File: config.mk
export PLATFORM = sky130hd
export DESIGN_NAME = ps2_keyboard_rx
export DESIGN_NICKNAME = d
export VERILOG_FILES = /design/src/rtl/ps2_pkg.sv /design/src/rtl/ps2_sync_edge.sv /design/src/rtl/ps2_keyboard_rx.sv
export SDC_FILE = /design/constraint.sdc
export NUM_CORES = 1
export LEC_CHECK = 0
export CORE_MARGIN = 8
export CORE_UTILIZATION = 42
export CTS_CLUSTER_SIZE = 20
export DETAILED_ROUTE_END_ITERATION = 8
export PLACE_DENSITY = 0.71
export SETUP_SLACK_MARGIN = 0.02
export SYNTH_ARGS = -nofsm -noshare
export SYNTH_HDL_FRONTEND = slang
export SYNTH_SLANG_ARGS = --single-unit
export TNS_END_PERCENT = 5
File: constraint.sdc
create_clock -name clk -period 3.05 [get_ports clk]
set_input_delay 0.61 -clock clk [delete_from_list [all_inputs] [get_ports clk]]
set_output_delay 0.61 -clock clk [all_outputs]
set_load 0.02 [all_outputs]
File: src/rtl/ps2_pkg.sv
// ps2_pkg: shared FSM state type and PS/2 prefix byte codes for the keyboard receiver.
package ps2_pkg;
    typedef enum logic [1:0] {IDLE, DATA, PARITY, STOP} ps2_state_t;
    localparam logic [7:0] PS2_BREAK = 8'hF0;
    localparam logic [7:0] PS2_EXT   = 8'hE0;
endpackage

File: src/rtl/ps2_sync_edge.sv
// ps2_sync_edge: 2-FF synchronisers for the PS/2 lines plus ps2_clk falling-edge detect.
module ps2_sync_edge (
    input  logic clk,
    input  logic reset,
    input  logic ps2_clk,
    input  logic ps2_data,
    output logic fall,
    output logic data_s
);
    logic [2:0] clk_sync_q, clk_sync_d;
    logic [1:0] data_sync_q, data_sync_d;

    always_comb begin
        clk_sync_d  = {clk_sync_q[1:0], ps2_clk};
        data_sync_d = {data_sync_q[0], ps2_data};
    end

    // Reset to the idle line level so releasing reset never fakes a fall.
    always_ff @(posedge clk) begin
        if (reset) begin
            clk_sync_q  <= '1;
            data_sync_q <= '1;
        end else begin
            clk_sync_q  <= clk_sync_d;
            data_sync_q <= data_sync_d;
        end
    end

    assign fall   = clk_sync_q[2] & ~clk_sync_q[1];
    assign data_s = data_sync_q[1];
endmodule

File: src/rtl/ps2_keyboard_rx.sv
// ps2_keyboard_rx: PS/2 frame receiver and make/break/extended decoder.
// kb_code holds the pressed key's make code and drops to 0 on its release.
module ps2_keyboard_rx
    import ps2_pkg::*;
#(
    parameter int TIMEOUT_CYCLES = 5000
) (
    input  logic       clk,
    input  logic       reset,
    input  logic       ps2_clk,
    input  logic       ps2_data,
    output logic [7:0] kb_code,
    output logic       extended,
    output logic       code_valid,
    output logic       frame_err
);
    localparam int TW = $clog2(TIMEOUT_CYCLES + 1);

    logic fall, data_s;
    ps2_state_t state_q, state_d;
    logic [2:0] bit_cnt_q, bit_cnt_d;
    logic [7:0] shift_q, shift_d;
    logic par_q, par_d;
    logic [TW-1:0] tmo_q, tmo_d;
    logic brk_pend_q, brk_pend_d, ext_pend_q, ext_pend_d;
    logic [7:0] kb_code_q, kb_code_d;
    logic extended_q, extended_d, code_valid_q, code_valid_d, frame_err_q, frame_err_d;

    ps2_sync_edge u_sync (
        .clk     (clk),
        .reset   (reset),
        .ps2_clk (ps2_clk),
        .ps2_data(ps2_data),
        .fall    (fall),
        .data_s  (data_s)
    );

    always_comb begin
        state_d      = state_q;
        bit_cnt_d    = bit_cnt_q;
        shift_d      = shift_q;
        par_d        = par_q;
        tmo_d        = (state_q == IDLE || fall) ? '0 : tmo_q + 1'b1;
        brk_pend_d   = brk_pend_q;
        ext_pend_d   = ext_pend_q;
        kb_code_d    = kb_code_q;
        extended_d   = extended_q;
        code_valid_d = 1'b0;
        frame_err_d  = 1'b0;
        if (fall) begin
            unique case (state_q)
                IDLE: begin
                    if (!data_s) begin
                        state_d   = DATA;
                        bit_cnt_d = '0;
                    end else begin
                        frame_err_d = 1'b1;
                    end
                end
                DATA: begin
                    shift_d   = {data_s, shift_q[7:1]};
                    bit_cnt_d = bit_cnt_q + 1'b1;
                    state_d   = (bit_cnt_q == 3'd7) ? PARITY : DATA;
                end
                PARITY: begin
                    par_d   = data_s;
                    state_d = STOP;
                end
                STOP: begin
                    state_d = IDLE;
                    if (!(data_s && (^shift_q ^ par_q))) begin
                        frame_err_d = 1'b1;
                    end else if (shift_q == PS2_BREAK) begin
                        brk_pend_d = 1'b1;
                    end else if (shift_q == PS2_EXT) begin
                        ext_pend_d = 1'b1;
                    end else begin
                        brk_pend_d = 1'b0;
                        ext_pend_d = 1'b0;
                        if (!brk_pend_q) begin
                            kb_code_d    = shift_q;
                            extended_d   = ext_pend_q;
                            code_valid_d = 1'b1;
                        end else if (shift_q == kb_code_q) begin
                            kb_code_d    = '0;
                            extended_d   = 1'b0;
                            code_valid_d = 1'b1;
                        end
                    end
                end
                default: state_d = IDLE;
            endcase
        end else if (state_q != IDLE && tmo_q == TW'(TIMEOUT_CYCLES - 1)) begin
            state_d     = IDLE;
            shift_d     = '0;
            bit_cnt_d   = '0;
            frame_err_d = 1'b1;
        end
        // Any framing error invalidates a half-received F0/E0 prefix sequence.
        if (frame_err_d) begin
            brk_pend_d = 1'b0;
            ext_pend_d = 1'b0;
        end
    end

    always_ff @(posedge clk) begin
        if (reset) begin
            state_q      <= IDLE;
            bit_cnt_q    <= '0;
            shift_q      <= '0;
            par_q        <= 1'b0;
            tmo_q        <= '0;
            brk_pend_q   <= 1'b0;
            ext_pend_q   <= 1'b0;
            kb_code_q    <= '0;
            extended_q   <= 1'b0;
            code_valid_q <= 1'b0;
            frame_err_q  <= 1'b0;
        end else begin
            state_q      <= state_d;
            bit_cnt_q    <= bit_cnt_d;
            shift_q      <= shift_d;
            par_q        <= par_d;
            tmo_q        <= tmo_d;
            brk_pend_q   <= brk_pend_d;
            ext_pend_q   <= ext_pend_d;
            kb_code_q    <= kb_code_d;
            extended_q   <= extended_d;
            code_valid_q <= code_valid_d;
            frame_err_q  <= frame_err_d;
        end
    end

    assign kb_code    = kb_code_q;
    assign extended   = extended_q;
    assign code_valid = code_valid_q;
    assign frame_err  = frame_err_q;
endmodule

==> qor.yml <==
outcome:
  status: "finished clean"
synthesis:
  syn_area_um2: 2160
  synth_top_area_frac: 0.417
  yosys.area.top_type: "dfxtp_1"
  syn_area_per_cell_um2: 9.32
  yosys.area_share.simple: 0.219
  synth-adder-area-share: 0.0752
  synth_edf_count: 0
  synth-xor-area-share: 0.0793
  synth.area.top_cells: "dfxtp_1 42%, ha_1 7.5%, xor2_1 6.1%, o41ai_2 3.8%, a21oi_1 3.5%"
  syn_nets: 249
  synth_compound_area_frac: 0.167
  yosysMostFrequentCell: "dfxtp_1"
  ys_ff_latch: 45
  synth_top_family_by_area: "simple AND/OR/NAND/NOR gates"
  yosysWarningCount: 0
  synth_top_cells_by_count: "45 x dfxtp_1, 20 x nor2_1, 15 x a21oi_1, 15 x xor2_1, 13 x ha_1"
  postSynthCellCount: 232
  synth-seq-area-share: 0.417
  yosys_most_used_dff: "dfxtp_1"
  synth_cell_types: 36
  muxShareOfSynthArea: 0.00463
  async_flop_share: 0
place:
  portBuffers: 14
  placement.cell_area_um2: 2360
  globalplace.congestion: 0.855
  dpl.hpwl_um: 2940
setup_path:
  worst_path_most_repeated_cell: "or3_1"
  ff2ff_path_depth: 7
  reg2reg_slack_ps: 470
  cp.arrival_ps: 2780
  critPathLaunchType: "register"
  crit_required_ps: 3240
  r2r_end: "kb_code[2]$_SDFFE_PP0P_"
  cp-end-kind: "register"
  critical-path-top-delay-family: "simple AND/OR/NAND/NOR gates"
  path_cells: "inv_1, ha_1, xnor3_1, xnor2_1, or3_1, or3_1, o41ai_2"
  crit_type: "register to register"
  path_buf_inv: 1
  crit_fanout: 10
  r2r-start: "shift_q[1]$_SDFFE_PP0P_"
  cpPeakStageDelay_ps: 550
  crit_slowest_cell: "or3_1"
layout:
  layout-drive-gt1-share: 0.0854
  diodes: 0
  fin_area_um2: 2450
  syn_to_final_growth_pct: 13.4
  fin_nets: 262
min_path:
  hold_class: "register to register"
  whs_endpoint: "u_sync.clk_sync_q[1]$_SDFF_PP1_"
  hold_start: "u_sync.clk_sync_q[0]$_SDFF_PP1_"
  min_path_cells: 1
detailed_routing:
  via_per_inst: 5.31
  routed_wirelength_um: 4110
  vias: 1678
  drcViolationCount: 0
  wire_per_inst_um: 13.0
  drt_iter0_markers: 44
  firstDrtPassIters: 4
  ant_nets: 0
pwr:
  p_per_area_nw_per_um2: 400
  ir_drop_v: 0.000219
  leakage_nw: 0.884
timing:
  fin_skew_ps: 10.0
  relSlewSlack: 0.539
  tns_ps: 0
  worst_slew_pin_slew_ps: 690
  final-hold-violation-count: 0
  rsz0062_at_grt: "no"
  slew_viol_final: 0
  fmax_ghz: 0.387
  layout_min_cycle_time_ps: 2580
  min_period_over_period: 0.847
  setup_viol: 0
global_route:
  overflow: 0
  gr-usage-all-layers: 0.116
  grt_pass1_vias: 1588
  grt_pass1_wl_um: 7200
  antenna_found_initial: 0
  grt_max_degree: 19
clocking:
  root_buffer: "clkbuf_8"
  clkTransAtPathRegs_ps: 80
  clock_path_buffers: 2
  worstSkewPairLatency_ps: 300
  cts_max_level: 2
  tritoncts: "done"
  postCtsSetupBuffers: 0
  cts_resized: 0
  numCtsBuffers: 5
  tritoncts_num_sinks: 45
  cts_hold_buf: 0
floorplanning:
  rows: 26
  initial_core_util: 0.429
  core_um2: 5040
  dieArea_um2: 7700
  die_w_um: 87.8
  ioPinCount: 15
  die-height_um: 87.8
run:
  cap_violations: 0
[stage by stage]
step                total power [mW]  hold slack (ps)  utilization  std cells  setup WS [ps]
floorplan                      0.622              389            -        232            696
detailed placement             0.631              401        0.469        308            466
global placement               0.631              392        0.469        308            509
global route                    1.02              439        0.486        316            289
CTS                            0.991              423        0.486        316            434
finish                         0.979              420        0.486        316            466
[placed cells by master (no fill, tap or decap)]
cell type / instances
nor4b_1: 1
o21ai_0: 10
mux2i_1: 1
and4_1: 3
nor2b_1: 2
a21oi_1: 15
o311ai_1: 5
o31a_1: 1
xor2_1: 15
a22oi_1: 8
o41ai_2: 5
clkbuf_8: 5
or4b_1: 1
nand2b_1: 3
nand3_1: 7
nand3b_1: 5
and2_1: 2
clkinvlp_4: 1
nor3b_1: 1
ha_1: 13
nand4b_1: 2
a31o_1: 4
or3_1: 8
nand2_1: 9
clkinv_2: 2
a21boi_1: 1
buf_4: 3
nand4_1: 1
dfxtp_1: 45
clkdlybuf4s50_1: 14
or2_2: 5
xnor3_1: 1
nor4_1: 7
nor2_1: 20
xnor2_1: 2
nor3_1: 7
and3_1: 2
inv_1: 9
[layer usage]
layer  vias up  wire (µm)  part of all wire  global-route usage
met5         -          0                 0                   0
met4         0         76             0.019              0.0531
met3         9        138             0.034              0.0328
met2        28       1900              0.46               0.179
met1       779       1990              0.48               0.145
li1        862          -                 -                   -
[state kept, by name (all words and copies together) (netlist names), 2 cells and up]
| signal | cells |
|---|---|
| state_q | 2 |
| kb_code | 8 |
| tmo_q | 13 |
| u_sync.clk_sync_q | 3 |
| u_sync.data_sync_q | 2 |
| shift_q | 8 |
| bit_cnt_q | 3 |
[where the power goes]
part | leakage [nW] | switching [mW] | internal [mW]
combinational | 0.477 | 0.0150 | 0.00980
clock | 0.0439 | 0.204 | 0.158
sequential | 0.363 | 0.00214 | 0.590
total | 0.884 | 0.221 | 0.758
[how the worst max path moves through the flow]
| stage | cells past startpoint | slack, ps | from | end |
|---|---|---|---|---|
| floorplan | 8 | 700 | shift_q[1]$_SDFFE_PP0P_ | extended$_SDFFE_PP0P_ |
| global placement | 7 | 510 | shift_q[1]$_SDFFE_PP0P_ | kb_code[5]$_SDFFE_PP0P_ |
| detailed placement | 7 | 470 | shift_q[1]$_SDFFE_PP0P_ | kb_code[5]$_SDFFE_PP0P_ |
| CTS | 7 | 430 | shift_q[1]$_SDFFE_PP0P_ | kb_code[2]$_SDFFE_PP0P_ |
| global route | 7 | 290 | shift_q[1]$_SDFFE_PP0P_ | kb_code[2]$_SDFFE_PP0P_ |
| finish | 7 | 470 | shift_q[1]$_SDFFE_PP0P_ | kb_code[2]$_SDFFE_PP0P_ |
[cell type report]
cell class                 count  area (µm²)
fill                         483        2590
multi-input combinational    167        1180
sequential                    45         901
timing repair buffer          17         163
tap                           70        87.6
clock buffer                   5        68.8
inverter                       9        33.8
clock inverter                 3        17.5
[worst reg2reg max path, cell delays in order (launching register included)]
cell and delay, ps:
dfxtp_1 390, inv_1 90, ha_1 300, xnor3_1 350, xnor2_1 170, or3_1 350
or3_1 550, o41ai_2 290
[kinds of logic (layout without fill, tap and decap cells)]
kind of cell             count (synthesis)  after routing
AO/OA/AOI/OAI                           49             49
XOR/XNOR                                18             18
adder cells (fa/ha/maj)                 13             13
buffers and inverters                   20             34
flip-flops                              45             45
multiplexers                             1              1
AND/OR/NAND/NOR                         86             86
No activity file was read; power rests on OpenSTA's default activity.
